==> src/rtl/cla8_sub_pipe_if.sv <==
`default_nettype none
// ============================================================================
// Module   : cla8_sub_pipe_if
// Purpose  : Streaming bus for the 8-bit pipelined CLA subtractor. It carries
//            the operand beat (valid/ready, a, b, bin) and the result beat
//            (valid/ready, diff, bout, ovf).
// Modports : slave  - the subtractor: consumes operands, produces results
//            master - the producer/consumer surrounding the subtractor
// Revision : 1.0 - initial release
// ============================================================================
interface cla8_sub_pipe_if;
  logic       in_valid;
  logic       in_ready;
  logic [7:0] a;
  logic [7:0] b;
  logic       bin;
  logic       out_valid;
  logic       out_ready;
  logic [7:0] diff;
  logic       bout;
  logic       ovf;

  modport slave (
    input  in_valid, a, b, bin, out_ready,
    output in_ready, out_valid, diff, bout, ovf
  );

  modport master (
    output in_valid, a, b, bin, out_ready,
    input  in_ready, out_valid, diff, bout, ovf
  );
endinterface
`default_nettype wire

==> src/rtl/cla8_sub_pipe.sv <==
`default_nettype none
// ============================================================================
// Module   : cla8_sub_pipe
// Purpose  : 8-bit two-stage pipelined subtractor, diff = a - b - bin, built
//            on carry-lookahead terms. Stage 1 resolves the low nibble and
//            the nibble carry; stage 2 resolves the high nibble, borrow-out
//            and signed overflow. Sustains one beat per cycle under full
//            valid/ready backpressure.
// Ports    : clk    - rising-edge clock
//            rst    - synchronous active-high reset
//            io_bus - cla8_sub_pipe_if.slave (operand and result streams)
// Options  : CLA8_SUB_SAT_EN - when defined, diff saturates to 8'h00 whenever
//            the subtraction borrows; bout/ovf still report the raw result.
// Revision : 1.0 - initial release
// ============================================================================
module cla8_sub_pipe (
  input  wire              clk,
  input  wire              rst,
  cla8_sub_pipe_if.slave   io_bus
);

  // Lookahead carries for one nibble; bit 0 is the carry in, bit 4 the
  // carry out.
  function automatic logic [4:0] f_cla4(input logic [3:0] p,
                                        input logic [3:0] g,
                                        input logic       c0);
    logic [4:0] c;
    c[0] = c0;
    c[1] = g[0] | (p[0] & c0);
    c[2] = g[1] | (p[1] & g[0]) | (p[1] & p[0] & c0);
    c[3] = g[2] | (p[2] & g[1]) | (p[2] & p[1] & g[0]) | (p[2] & p[1] & p[0] & c0);
    c[4] = g[3] | (p[3] & g[2]) | (p[3] & p[2] & g[1]) | (p[3] & p[2] & p[1] & g[0])
         | (p[3] & p[2] & p[1] & p[0] & c0);
    return c;
  endfunction

  // --------------------------------------------------------------------------
  // Handshake: a stage advances when it is empty or its downstream advances.
  // --------------------------------------------------------------------------
  logic w_s1_adv;
  logic w_s2_adv;

  logic       r_s1_valid;
  logic [3:0] r_s1_diff_lo;
  logic       r_s1_c4;
  logic [3:0] r_s1_p_hi;
  logic [3:0] r_s1_g_hi;
  logic       r_s1_a7;
  logic       r_s1_b7;

  logic       r_s2_valid;
  logic [7:0] r_s2_diff;
  logic       r_s2_bout;
  logic       r_s2_ovf;

  assign w_s2_adv = !r_s2_valid || io_bus.out_ready;
  assign w_s1_adv = !r_s1_valid || w_s2_adv;

  // --------------------------------------------------------------------------
  // Stage 1: a - b - bin is computed as a + ~b + ~bin.
  // --------------------------------------------------------------------------
  logic [7:0] w_p;
  logic [7:0] w_g;
  logic [4:0] w_c_lo;
  logic [3:0] w_diff_lo;

  assign w_p       = io_bus.a ^ ~io_bus.b;
  assign w_g       = io_bus.a & ~io_bus.b;
  assign w_c_lo    = f_cla4(w_p[3:0], w_g[3:0], ~io_bus.bin);
  assign w_diff_lo = w_p[3:0] ^ w_c_lo[3:0];

  always_ff @(posedge clk) begin
    if (rst) begin
      r_s1_valid   <= 1'b0;
      r_s1_diff_lo <= 4'h0;
      r_s1_c4      <= 1'b0;
      r_s1_p_hi    <= 4'h0;
      r_s1_g_hi    <= 4'h0;
      r_s1_a7      <= 1'b0;
      r_s1_b7      <= 1'b0;
    end else if (w_s1_adv) begin
      r_s1_valid   <= io_bus.in_valid;
      r_s1_diff_lo <= w_diff_lo;
      r_s1_c4      <= w_c_lo[4];
      r_s1_p_hi    <= w_p[7:4];
      r_s1_g_hi    <= w_g[7:4];
      r_s1_a7      <= io_bus.a[7];
      r_s1_b7      <= io_bus.b[7];
    end
  end

  // --------------------------------------------------------------------------
  // Stage 2: high nibble from the registered nibble carry. The final carry
  // is the inverse of the borrow.
  // --------------------------------------------------------------------------
  logic [4:0] w_c_hi;
  logic [7:0] w_s2_raw;
  logic       w_s2_bout;
  logic       w_s2_ovf;
  logic [7:0] w_s2_diff;

  assign w_c_hi    = f_cla4(r_s1_p_hi, r_s1_g_hi, r_s1_c4);
  assign w_s2_raw  = {r_s1_p_hi ^ w_c_hi[3:0], r_s1_diff_lo};
  assign w_s2_bout = ~w_c_hi[4];
  assign w_s2_ovf  = (r_s1_a7 != r_s1_b7) && (w_s2_raw[7] != r_s1_a7);

`ifdef CLA8_SUB_SAT_EN
  assign w_s2_diff = w_s2_bout ? 8'h00 : w_s2_raw;
`else
  assign w_s2_diff = w_s2_raw;
`endif

  always_ff @(posedge clk) begin
    if (rst) begin
      r_s2_valid <= 1'b0;
      r_s2_diff  <= 8'h00;
      r_s2_bout  <= 1'b0;
      r_s2_ovf   <= 1'b0;
    end else if (w_s2_adv) begin
      r_s2_valid <= r_s1_valid;
      r_s2_diff  <= w_s2_diff;
      r_s2_bout  <= w_s2_bout;
      r_s2_ovf   <= w_s2_ovf;
    end
  end

  assign io_bus.in_ready  = w_s1_adv;
  assign io_bus.out_valid = r_s2_valid;
  assign io_bus.diff      = r_s2_diff;
  assign io_bus.bout      = r_s2_bout;
  assign io_bus.ovf       = r_s2_ovf;

endmodule
`default_nettype wire
==> src/flat_wrapper.sv <==
// flat-port wrapper written by rule: the top's interface ports become plain ports
module cla8_sub_pipe_flat 
  (clk, rst, io_bus_in_valid, io_bus_a, io_bus_b, io_bus_bin, io_bus_out_ready, io_bus_in_ready, io_bus_out_valid, io_bus_diff, io_bus_bout, io_bus_ovf);
  cla8_sub_pipe_if io_bus_i ();
  input  wire clk;
  input  wire rst;
  input wire logic [$bits(io_bus_i.in_valid)-1:0] io_bus_in_valid;
  input wire logic [$bits(io_bus_i.a)-1:0] io_bus_a;
  input wire logic [$bits(io_bus_i.b)-1:0] io_bus_b;
  input wire logic [$bits(io_bus_i.bin)-1:0] io_bus_bin;
  input wire logic [$bits(io_bus_i.out_ready)-1:0] io_bus_out_ready;
  output wire logic [$bits(io_bus_i.in_ready)-1:0] io_bus_in_ready;
  output wire logic [$bits(io_bus_i.out_valid)-1:0] io_bus_out_valid;
  output wire logic [$bits(io_bus_i.diff)-1:0] io_bus_diff;
  output wire logic [$bits(io_bus_i.bout)-1:0] io_bus_bout;
  output wire logic [$bits(io_bus_i.ovf)-1:0] io_bus_ovf;
  assign io_bus_i.in_valid = io_bus_in_valid;
  assign io_bus_i.a = io_bus_a;
  assign io_bus_i.b = io_bus_b;
  assign io_bus_i.bin = io_bus_bin;
  assign io_bus_i.out_ready = io_bus_out_ready;
  assign io_bus_in_ready = io_bus_i.in_ready;
  assign io_bus_out_valid = io_bus_i.out_valid;
  assign io_bus_diff = io_bus_i.diff;
  assign io_bus_bout = io_bus_i.bout;
  assign io_bus_ovf = io_bus_i.ovf;
  cla8_sub_pipe u_core (.clk(clk), .rst(rst), .io_bus(io_bus_i));
endmodule
==> config.mk <==
export PLATFORM = sky130hd
export DESIGN_NAME = cla8_sub_pipe_flat
export DESIGN_NICKNAME = d
export VERILOG_FILES = /design/src/rtl/cla8_sub_pipe_if.sv /design/src/rtl/cla8_sub_pipe.sv /design/src/flat_wrapper.sv
export SDC_FILE = /design/constraint.sdc
export NUM_CORES = 1
export LEC_CHECK = 0
export CORE_ASPECT_RATIO = 0.7
export CORE_MARGIN = 2
export CORE_UTILIZATION = 40
export DETAILED_ROUTE_END_ITERATION = 10
export PLACE_DENSITY = 0.67
export RECOVER_POWER = 50
export SYNTH_ARGS = -nofsm -noshare
export SYNTH_HDL_FRONTEND = slang
export SYNTH_SLANG_ARGS = --single-unit
==> constraint.sdc <==
create_clock -name clk -period 2.95 [get_ports clk]
set_input_delay 0.295 -clock clk [delete_from_list [all_inputs] [get_ports clk]]
set_output_delay 0.295 -clock clk [all_outputs]
set_load 0.02 [all_outputs]
==> results_dict.tcl <==
set metrics [dict create \
    ctsHoldBuffers 0 \
    pre_cts_slack_ns 0.752 \
    cts-resized-gates 0 \
    syn_inst 157 \
    root_buffer "clkbuf_8" \
    avgSynthCellArea_um2 8.22 \
    core-area_um2 3110 \
    htreeDepth 1 \
    routed_wirelength_mm 2.73 \
    synth-edff-count 0 \
    synth_area_leaders "dfxtp_1 (42%), nand2_1 (10%), ha_1 (8.7%)" \
    finalNetCount 220 \
    track_usage_pct 15.8 \
    cts_buffer_depth 2 \
    port-buffer-count 32 \
    diodes 0 \
    syn2layout_area_growth_pct 30.6 \
    pin_count 33 \
    drc 0 \
    p_total_uw 782 \
    max_cap_viol_count 0 \
    worst-path-max-fanout 19 \
    synth.largest_area_cell "dfxtp_1" \
    grt_pass1_wl_mm 4.41 \
    viasPerCell 5.08 \
    globalRouteOverflowTotal 0 \
    status "completed" \
    num_rows 17 \
    place_area_um2 1650 \
    power.density_nw_per_um2 464 \
    async_flop_share_pct 0 \
    clock_skew_ns 0.00502 \
    setup_viol 0 \
    synth-seq-cells 27 \
    peakVddDrop_mv 0.213 \
    p_leak_nw 0.704 \
    tns_ns 0 \
    num-fill-cells 283 \
    cpPeakStageDelay_ns 0.71 \
    dp_hpwl_mm 2.05 \
    fin_crit_sh_pct 84.4 \
    tightestPinTransition_ns 0.672 \
    syn-cell-area_um2 1290 \
    min_period_ns 2.49 \
    critPathSlowestCell "clkdlybuf4s50_1" \
    drive_above_1_share_pct 3.72 \
    postLayoutCellArea_um2 1680 \
    arrival_ns 2.19 \
    critical_path_class "in2out" \
    dr.first_iter.drc_count 21 \
    clock-sinks 27 \
    yosys.area.top_type_share_pct 41.9 \
    synthDistinctLibCells 38 \
    max_slew_margin_pct 55.2 \
    die_x_um 71.9 \
    clkLatencyLatePin_ns 0.27 \
    seq_area_frac_synth_pct 41.9 \
    crit_required_ns 2.65 \
    start_util_pct 41.5 \
    cts_tree "built" \
    final-hold-violation-count 0 \
    critPathLaunchType "input port" \
    synth_ff_type "dfxtp_1" \
    fmax_ghz 0.402 \
    cts_setup_buffers 0 \
    fin_util_pct 54.2 \
    hold_class "reg2reg" \
    place.gp.congestion 0.806 \
    ant_nets 0 \
    wl_per_cell_um 12.1 \
    rsz0062_at_grt "false" \
    grt_max_degree 20 \
    numCtsBuffers 3 \
    report.final.slew_viol_count 0 \
    dr.pass1.iters 4 \
    antenna_found_initial 0 \
    dieArea_um2 3700 \
    fin_ws_ns 0.461 \
    num_vias 1147 \
    grt_pass1_vias 955 \
    syn-num-nets 188 \
    chipHeight_um 51.5 \
    ys_warn_count 0 \
    cp-end-kind "output pin" \
    path_cells "dlygate4sd3_1 > nor2b_1 > and2_0 > inv_1 > clkdlybuf4s50_1" \
    clk_pin_slew_ns 0.08 \
]
[through the flow]
| step | hold WS (ns) | std cells |
|---|---|---|
| floorplan | 0.416 | 157 |
| global placement | 0.439 | 222 |
| detailed placement | 0.446 | 222 |
| CTS | 0.457 | 226 |
| global route | 0.481 | 226 |
| finish | 0.455 | 226 |
[final timing paths]
kind / startpoint / endpoint / slack, ns / depth (start not counted)
hold reg to reg: u_core.r_s1_a7$_SDFFE_PP0P_ / u_core.r_s1_a7$_SDFFE_PP0P_ / 0.45 / 2
hold / removal: u_core.r_s1_a7$_SDFFE_PP0P_ / u_core.r_s1_a7$_SDFFE_PP0P_ / 0.45 / 2
setup reg to reg: u_core.io_bus.out_valid$_SDFFE_PP0P_ / u_core.r_s1_diff_lo[3]$_SDFFE_PP0P_ / 1.24 / 5
setup / recovery: io_bus_out_ready / io_bus_in_ready / 0.46 / 5
[critical path: cells and delay by family]
kind,cells,cell delay (ns)
buf+inv,3,1.68
simple gates,2,0.22
[synthesized netlist by cell type, drive strengths merged (2+ instances only)]
master and number:
nor2b 2, nand3 2, a211oi 2, nand2 35, inv 11, ha 9
o21a 3, o211ai 2, dfxtp 27, nor2 9, nor3b 2, clkbuf 5
a211o 4, a21oi 21, and3 2, buf 3
[power by group]
part / total [mW] / internal, mW / switching, mW
Clock: 0.210 / 0.0969 / 0.113
Combinational: 0.157 / 0.0843 / 0.0730
Sequential: 0.414 / 0.393 / 0.0209
[cells by family after synthesis]
logic type / synth area share (%)
AND/OR/NAND/NOR: 20.4
AO/OA/AOI/OAI: 21.0
flip-flops: 41.9
buffers and inverters: 5.82
adder cells (fa/ha/maj): 10.3
XOR/XNOR: 0.679
[metal layers]
layer | global-route usage (%) | routed length [µm]
met5 | 0 | 0
met4 | 6.60 | 48
met3 | 3.68 | 127
met2 | 23.3 | 1100
met1 | 22.2 | 1450
[sequential cells by signal (all words and copies together), names as in the netlist, 4 cells and up]
register / count
u_core.r_s1_diff_lo: 4
u_core.r_s1_g_hi: 4
u_core.r_s1_p_hi: 4
u_core.io_bus.diff: 8
[area by class of cell]
type                            instances  area (µm²)  share of cell area (%)
Tap cell                               38        47.5                    2.82
Timing Repair Buffer                   35         335                    19.9
Inverter                               11        41.3                    2.45
Clock buffer                            4        45.0                    2.67
Multi-Input combinational cell        111         674                    40.0
Sequential cell                        27         541                    32.1
[layout by cell type, fill, tap and decap left out]
master           synthesis  routed
dfxtp_1                 27      27
a211oi_1                 2       2
clkbuf_1                 4       3
nand4_1                  1       1
a211o_1                  3       3
or3_1                    1       1
nor2_1                   9       9
inv_1                   10      11
nand3b_1                 1       1
nor3b_1                  2       2
xnor2_1                  1       1
o21a_1                   3       3
o21ai_0                  1       1
a31oi_1                  1       1
and2_0                   0       1
buf_4                    0       1
ha_1                     9       9
o2111ai_1                1       1
a211o_2                  1       1
a221oi_1                 1       1
nor3_1                   1       1
a311oi_2                 1       1
o211ai_1                 2       2
and3_1                   2       2
o21bai_1                 1       1
fa_1                     1       1
nor2b_1                  2       2
a21oi_1                 21      21
nand3_1                  2       2
a22oi_1                  1       1
a21o_2                   1       1
or4b_1                   1       1
o41ai_1                  1       1
nand2b_1                 1       1
nand2_1                 35      35
clkbuf_8                 0       3
clkdlybuf4s50_1          0      30
dlygate4sd3_1            0       2
Note: power is estimated with default switching activity, not from simulation.
==> RTL change 1 (same flow settings) <==
Make the reset (`rst`) asynchronous in 2 clocked blocks. Comments in the files are not updated.
--- a/src/rtl/cla8_sub_pipe.sv
+++ b/src/rtl/cla8_sub_pipe.sv
@@ -71,3 +71,3 @@
 
-  always_ff @(posedge clk) begin
+  always_ff @(posedge clk or posedge rst) begin
     if (rst) begin
@@ -112,3 +112,3 @@
 
-  always_ff @(posedge clk) begin
+  always_ff @(posedge clk or posedge rst) begin
     if (rst) begin
Function: differs if rst is asserted again (counterexample within 4 cycles, from zero or initial values and one cycle with rst high); with rst held inactive, the same outputs for 10 cycles.
==> RTL change 1 against the unedited design <==
Total power is 28% higher; clock power is 3% lower; worst hold slack better by 33 ps; clock skew shrank 4.2 ps; synthesized area grew 4.8%; critical endpoint unchanged; global-route usage decreased by 2.8 points; routed wire length down 21%; sequential cell count did not move; combinational power up 100%; sequential power grew 16%; final cell count is 20% lower; cell area increased by 2.0%; worst setup slack better by 47 ps; largest power group unchanged.
==> RTL change 1: results <==
export IMPL_peakVddDrop_mv=0.2339
export IMPL_viasPerCell=4.613
export IMPL_insertedDiodeCount=0
export IMPL_synth_fp_nets=142
export IMPL_total_leakage_power_nw=0.7865
export IMPL_drt_iter0_drc=44
export IMPL_cts_max_path_buffers=2
export IMPL_nets=175
export IMPL_synthMuxAreaShare=0.1306
export IMPL_seqPwrFrac=0.483
export IMPL_yosys_area_share_adder=0.09815
export IMPL_outcome="completed"
export IMPL_synth_seq_area_share=0.5000
export IMPL_grt_pass1_vias=848
export IMPL_cp_arrival_ps=2150
export IMPL_io_buffers=32
export IMPL_crit_fanout=17
export IMPL_layout_drive_gt1_share=0.1538
export IMPL_grt_start_max_net_pins=28
export IMPL_antenna_found_initial=0
export IMPL_wl_um=2143
export IMPL_async_flop_share=1.000
export IMPL_track_usage=0.1299
export IMPL_p_switching_uw=291.5
export IMPL_clock_skew_ps=0.8302
export IMPL_htree_num_levels=1
export IMPL_postCtsSetupRepairBufs=0
export IMPL_gp_congestion=0.7211
export IMPL_relSlewSlack=0.3561
export IMPL_synth_top_cells_by_area="dfrtp_1, mux2_2, ha_1, inv_1, xor2_1"
export IMPL_synthXorXnorAreaFrac=0.02593
export IMPL_ys_flop_type="dfrtp_1"
export IMPL_grt_first_pass_wirelength_um=3822
export IMPL_hpwl_um=1677
export IMPL_synth_compound_area_frac=0.08981
export IMPL_synthTopCellsByCount="dfrtp_1, mux2_2, inv_1, ha_1, a21oi_1"
export IMPL_synthDistinctLibCells=32
RTL change 1: cell types whose count changed after synthesis, sizes merged, moves of 4 or more:
cell / before / now
mux2: 0 / 15
dfrtp: 0 / 27
nor2: 9 / 4
a21oi: 21 / 5
dfxtp: 27 / 0
a211o: 4 / 0
o21ai: 1 / 5
xor2: 0 / 4
clkbuf: 5 / 0
nand2: 35 / 4
RTL change 1: layout make-up:
cell class | count | area (sq um)
sequential | 27 | 675.6
multi-input combinational | 67 | 575.6
fill | 281 | 1473
clock buffer | 4 | 45.04
timing repair buffer | 32 | 320.3
tap | 38 | 47.55
inverter | 13 | 53.80
RTL change 1: power by group through the flow:
stage | combinational [mW] | clock, mW | sequential [mW]
after detailed placement | 0.317 | 0 | 0.491
after global placement | 0.312 | 0 | 0.488
final | 0.314 | 0.203 | 0.482
after CTS | 0.319 | 0.209 | 0.484
after floorplan | 0.139 | 0 | 0.532
after global routing | 0.344 | 0.227 | 0.493
RTL change 1: worst max-delay path, stage by stage:
cell and delay [ps]:
dlygate4sd3_1 570, nor2b_4 370, and2_4 280, inv_6 90, clkdlybuf4s50_1 540
RTL change 1: routing by layer:
layer / track usage / vias up / wire length [um]
met5: 0 / - / 0
met4: 0.05455 / 0 / 38
met3: 0.02308 / 4 / 106
met2: 0.1964 / 24 / 871
met1: 0.1830 / 367 / 1126
li1: - / 440 / -
RTL change 1: cell families (layout without fill, tap and decap cells):
logic type	after synthesis	in the layout
xor+xnor	4	4
mux	15	15
simple gates	19	19
flops	27	27
fa+ha+maj	10	10
compound gates	19	19
buf+inv	17	49
RTL change 1: final timing paths:
check                                              startpoint                            endpoint  slack, ps  depth (start not counted)
max                                          io_bus_out_ready                     io_bus_in_ready        510                          5
min in group asynchronous                                 rst   u_core.io_bus.diff[0]$_DFFE_PP0P_        680                          2
max in group asynchronous                                 rst     u_core.r_s1_g_hi[1]$_DFFE_PP0P_       1680                          2
min reg2reg                u_core.r_s1_diff_lo[3]$_DFFE_PP0P_  u_core.r_s1_diff_lo[3]$_DFFE_PP0P_        490                          2
max reg2reg                   u_core.r_s1_p_hi[0]$_DFFE_PP0P_       u_core.io_bus.ovf$_DFFE_PP0P_       1400                          5
min                        u_core.r_s1_diff_lo[3]$_DFFE_PP0P_  u_core.r_s1_diff_lo[3]$_DFFE_PP0P_        490                          2
RTL change 1: stage by stage:
step	std cells	setup slack (ps)	instance area (sq um)	util	hold WS (ps)
floorplan	111	1344	1351	-	347.7
global placement	177	655.0	1673	0.5243	460.6
detailed placement	177	626.9	1673	0.5243	469.1
CTS	181	617.9	1718	0.5384	489.0
global route	181	439.5	1718	0.5384	509.6
finish	181	508.5	1718	0.5384	487.3
==> RTL change 2 (config.mk and constraints unchanged) <==
Without the edit above. Add a define of `CLA8_SUB_SAT_EN`.
--- a/src/rtl/cla8_sub_pipe.sv
+++ b/src/rtl/cla8_sub_pipe.sv
@@ -15,2 +15,4 @@
 // ============================================================================
+`define CLA8_SUB_SAT_EN
+
 module cla8_sub_pipe (
Check against the original RTL: not equivalent (a bounded check fails within 4 cycles, from zero or initial values and one cycle with rst high).
==> RTL change 2 against the unedited design <==
Worst setup slack better by 63 ps; non-clock buffer count fell by 2; sequential cell count did not move; core utilization hardly changed; sequential power shrank 2%; synthesized area grew 5.6%; combinational power is 17% lower; clock skew shrank 2.3 ps; first-iteration DRC count increased to 3.5 times the old value; routed wire length grew 4.4%; total power decreased by 5.0%; cell area grew 3.5%; critical path type unchanged; largest cell class unchanged.
==> RTL change 2: results <==
export IMPL_outcome="completed"
export IMPL_synth_compound_area_frac=0.2112
export IMPL_io_buffers=32
export IMPL_grt_start_max_net_pins=32
export IMPL_crit_fanout=19
export IMPL_async_flop_share=0
export IMPL_wl_um=2844
export IMPL_r2r_cells=4
export IMPL_total_leakage_power_nw=0.7012
export IMPL_worst_pin_slew_ps=793.9
export IMPL_clk_pin_slew_worst_paths_ps=90
export IMPL_r2r_start="u_core.r_s1_p_hi[2]$_SDFFE_PP0P_"
export IMPL_nets=225
export IMPL_synthMuxAreaShare=0
export IMPL_cts_root_buf="clkbuf_8"
export IMPL_gp_congestion=0.8465
export IMPL_rr_endpoint="u_core.io_bus.diff[6]$_SDFFE_PP0P_"
export IMPL_track_usage=0.1602
export IMPL_worstHoldStart="u_core.io_bus.diff[3]$_SDFFE_PP0P_"
export IMPL_crit_end="io_bus_in_ready"
export IMPL_antenna_found_initial=0
export IMPL_cts_max_path_buffers=2
export IMPL_synthTopCellsByCount="nand2_1, dfxtp_1, a21oi_1, inv_1, nor2_1"
export IMPL_layout_drive_gt1_share=0.04145
export IMPL_swShare=0.2556
export IMPL_drtPass1Iterations=4
export IMPL_cts_buffers=3
export IMPL_synth_warnings=0
export IMPL_grt_pass1_vias=1136
export IMPL_viasPerCell=5.083
export IMPL_hpwl_um=2174
export IMPL_synth_seq_area_share=0.3967
export IMPL_yosys_area_share_adder=0.09734
export IMPL_drt_iter0_drc=73
export IMPL_grt_first_pass_wirelength_um=4857
export IMPL_clock_skew_ps=2.705
export IMPL_synthDistinctLibCells=36
export IMPL_largest_reg_flops=8
export IMPL_synth_fp_nets=196
export IMPL_critPathLaunch="io_bus_out_ready"
export IMPL_ys_flop_type="dfxtp_1"
export IMPL_synth_top_cells_by_area="dfxtp_1, ha_1, nand2_1, a21oi_1, o211ai_1"
export IMPL_postCtsSetupRepairBufs=0
export IMPL_insertion_delay_ps=270
export IMPL_htree_num_levels=1
export IMPL_hold_path_class="register to register"
export IMPL_reg2reg_setup_slack_ps=1260
export IMPL_peakVddDrop_mv=0.2049
export IMPL_synthXorXnorAreaFrac=0.01928
## RTL change 2: cell types whose count changed in the layout (fill, tap and decap cells not counted), sizes merged, moves of 4 or more
| cell | change |
|---|---|
| o211ai | +6 |
| nand2 | -5 |
| clkdlybuf4s50 | -6 |
| a211o | -4 |
| dlygate4sd3 | +6 |
## RTL change 2: metrics by stage
stage	cell area, sq um	instances	setup slack (ps)	hold slack (ps)
floorplan	1363	165	1495	415.7
global placement	1698	236	577.5	443.6
detailed placement	1698	236	502.6	447.8
CTS	1743	240	507.7	463.2
global route	1743	240	417.2	476.9
finish	1743	240	524.0	454.2
## RTL change 2: routing by layer
layer / GRT usage / share of wire / vias to the layer above
li1: - / - / 626
met1: 0.2021 / 0.50 / 555
met2: 0.2693 / 0.44 / 35
met3: 0.04808 / 0.052 / 4
met4: 0.03636 / 0.0067 / 0
met5: 0 / 0 / -
## RTL change 2: area by class of cell
cell class / instances / area (sq um)
Inverter: 13 / 48.80
Timing Repair Buffer: 33 / 327.8
Sequential cell: 27 / 540.5
Multi-Input combinational cell: 116 / 721.9
Clock buffer: 4 / 45.04
Fill cell: 303 / 1469
Tap cell: 47 / 58.81
## RTL change 2: logic make-up (layout without fill, tap and decap cells)
family | Yosys count | after routing
XOR/XNOR | 3 | 3
buffers and inverters | 22 | 50
AO/OA/AOI/OAI | 46 | 46
adder cells (fa/ha/maj) | 10 | 10
flip-flops | 27 | 27
AND/OR/NAND/NOR | 57 | 57
## RTL change 2: worst max-delay path, cell delays in order
cell             delay, ps
clkdlybuf4s50_1        460
nor2b_4                300
and2_4                 320
inv_2                  180
clkdlybuf4s50_1        580
## RTL change 2: power groups by stage
stage / registers, mW / logic [mW] / clock network, mW
2_1_floorplan: 0.415 / 0.0719 / 0
3_3_place_gp: 0.412 / 0.129 / 0
3_5_place_dp: 0.413 / 0.133 / 0
4_1_cts: 0.404 / 0.134 / 0.214
5_1_grt: 0.408 / 0.147 / 0.222
6_report: 0.404 / 0.131 / 0.207
## RTL change 2: how the worst min path moves through the flow
stage	end	cells after the start
after floorplan	u_core.r_s1_valid$_SDFFE_PP0P_	2
after global placement	u_core.r_s1_diff_lo[1]$_SDFFE_PP0P_	2
after detailed placement	u_core.io_bus.diff[7]$_SDFFE_PP0P_	2
after CTS	u_core.io_bus.diff[3]$_SDFFE_PP0P_	2
after global routing	u_core.io_bus.diff[3]$_SDFFE_PP0P_	2
final	u_core.io_bus.diff[3]$_SDFFE_PP0P_	2
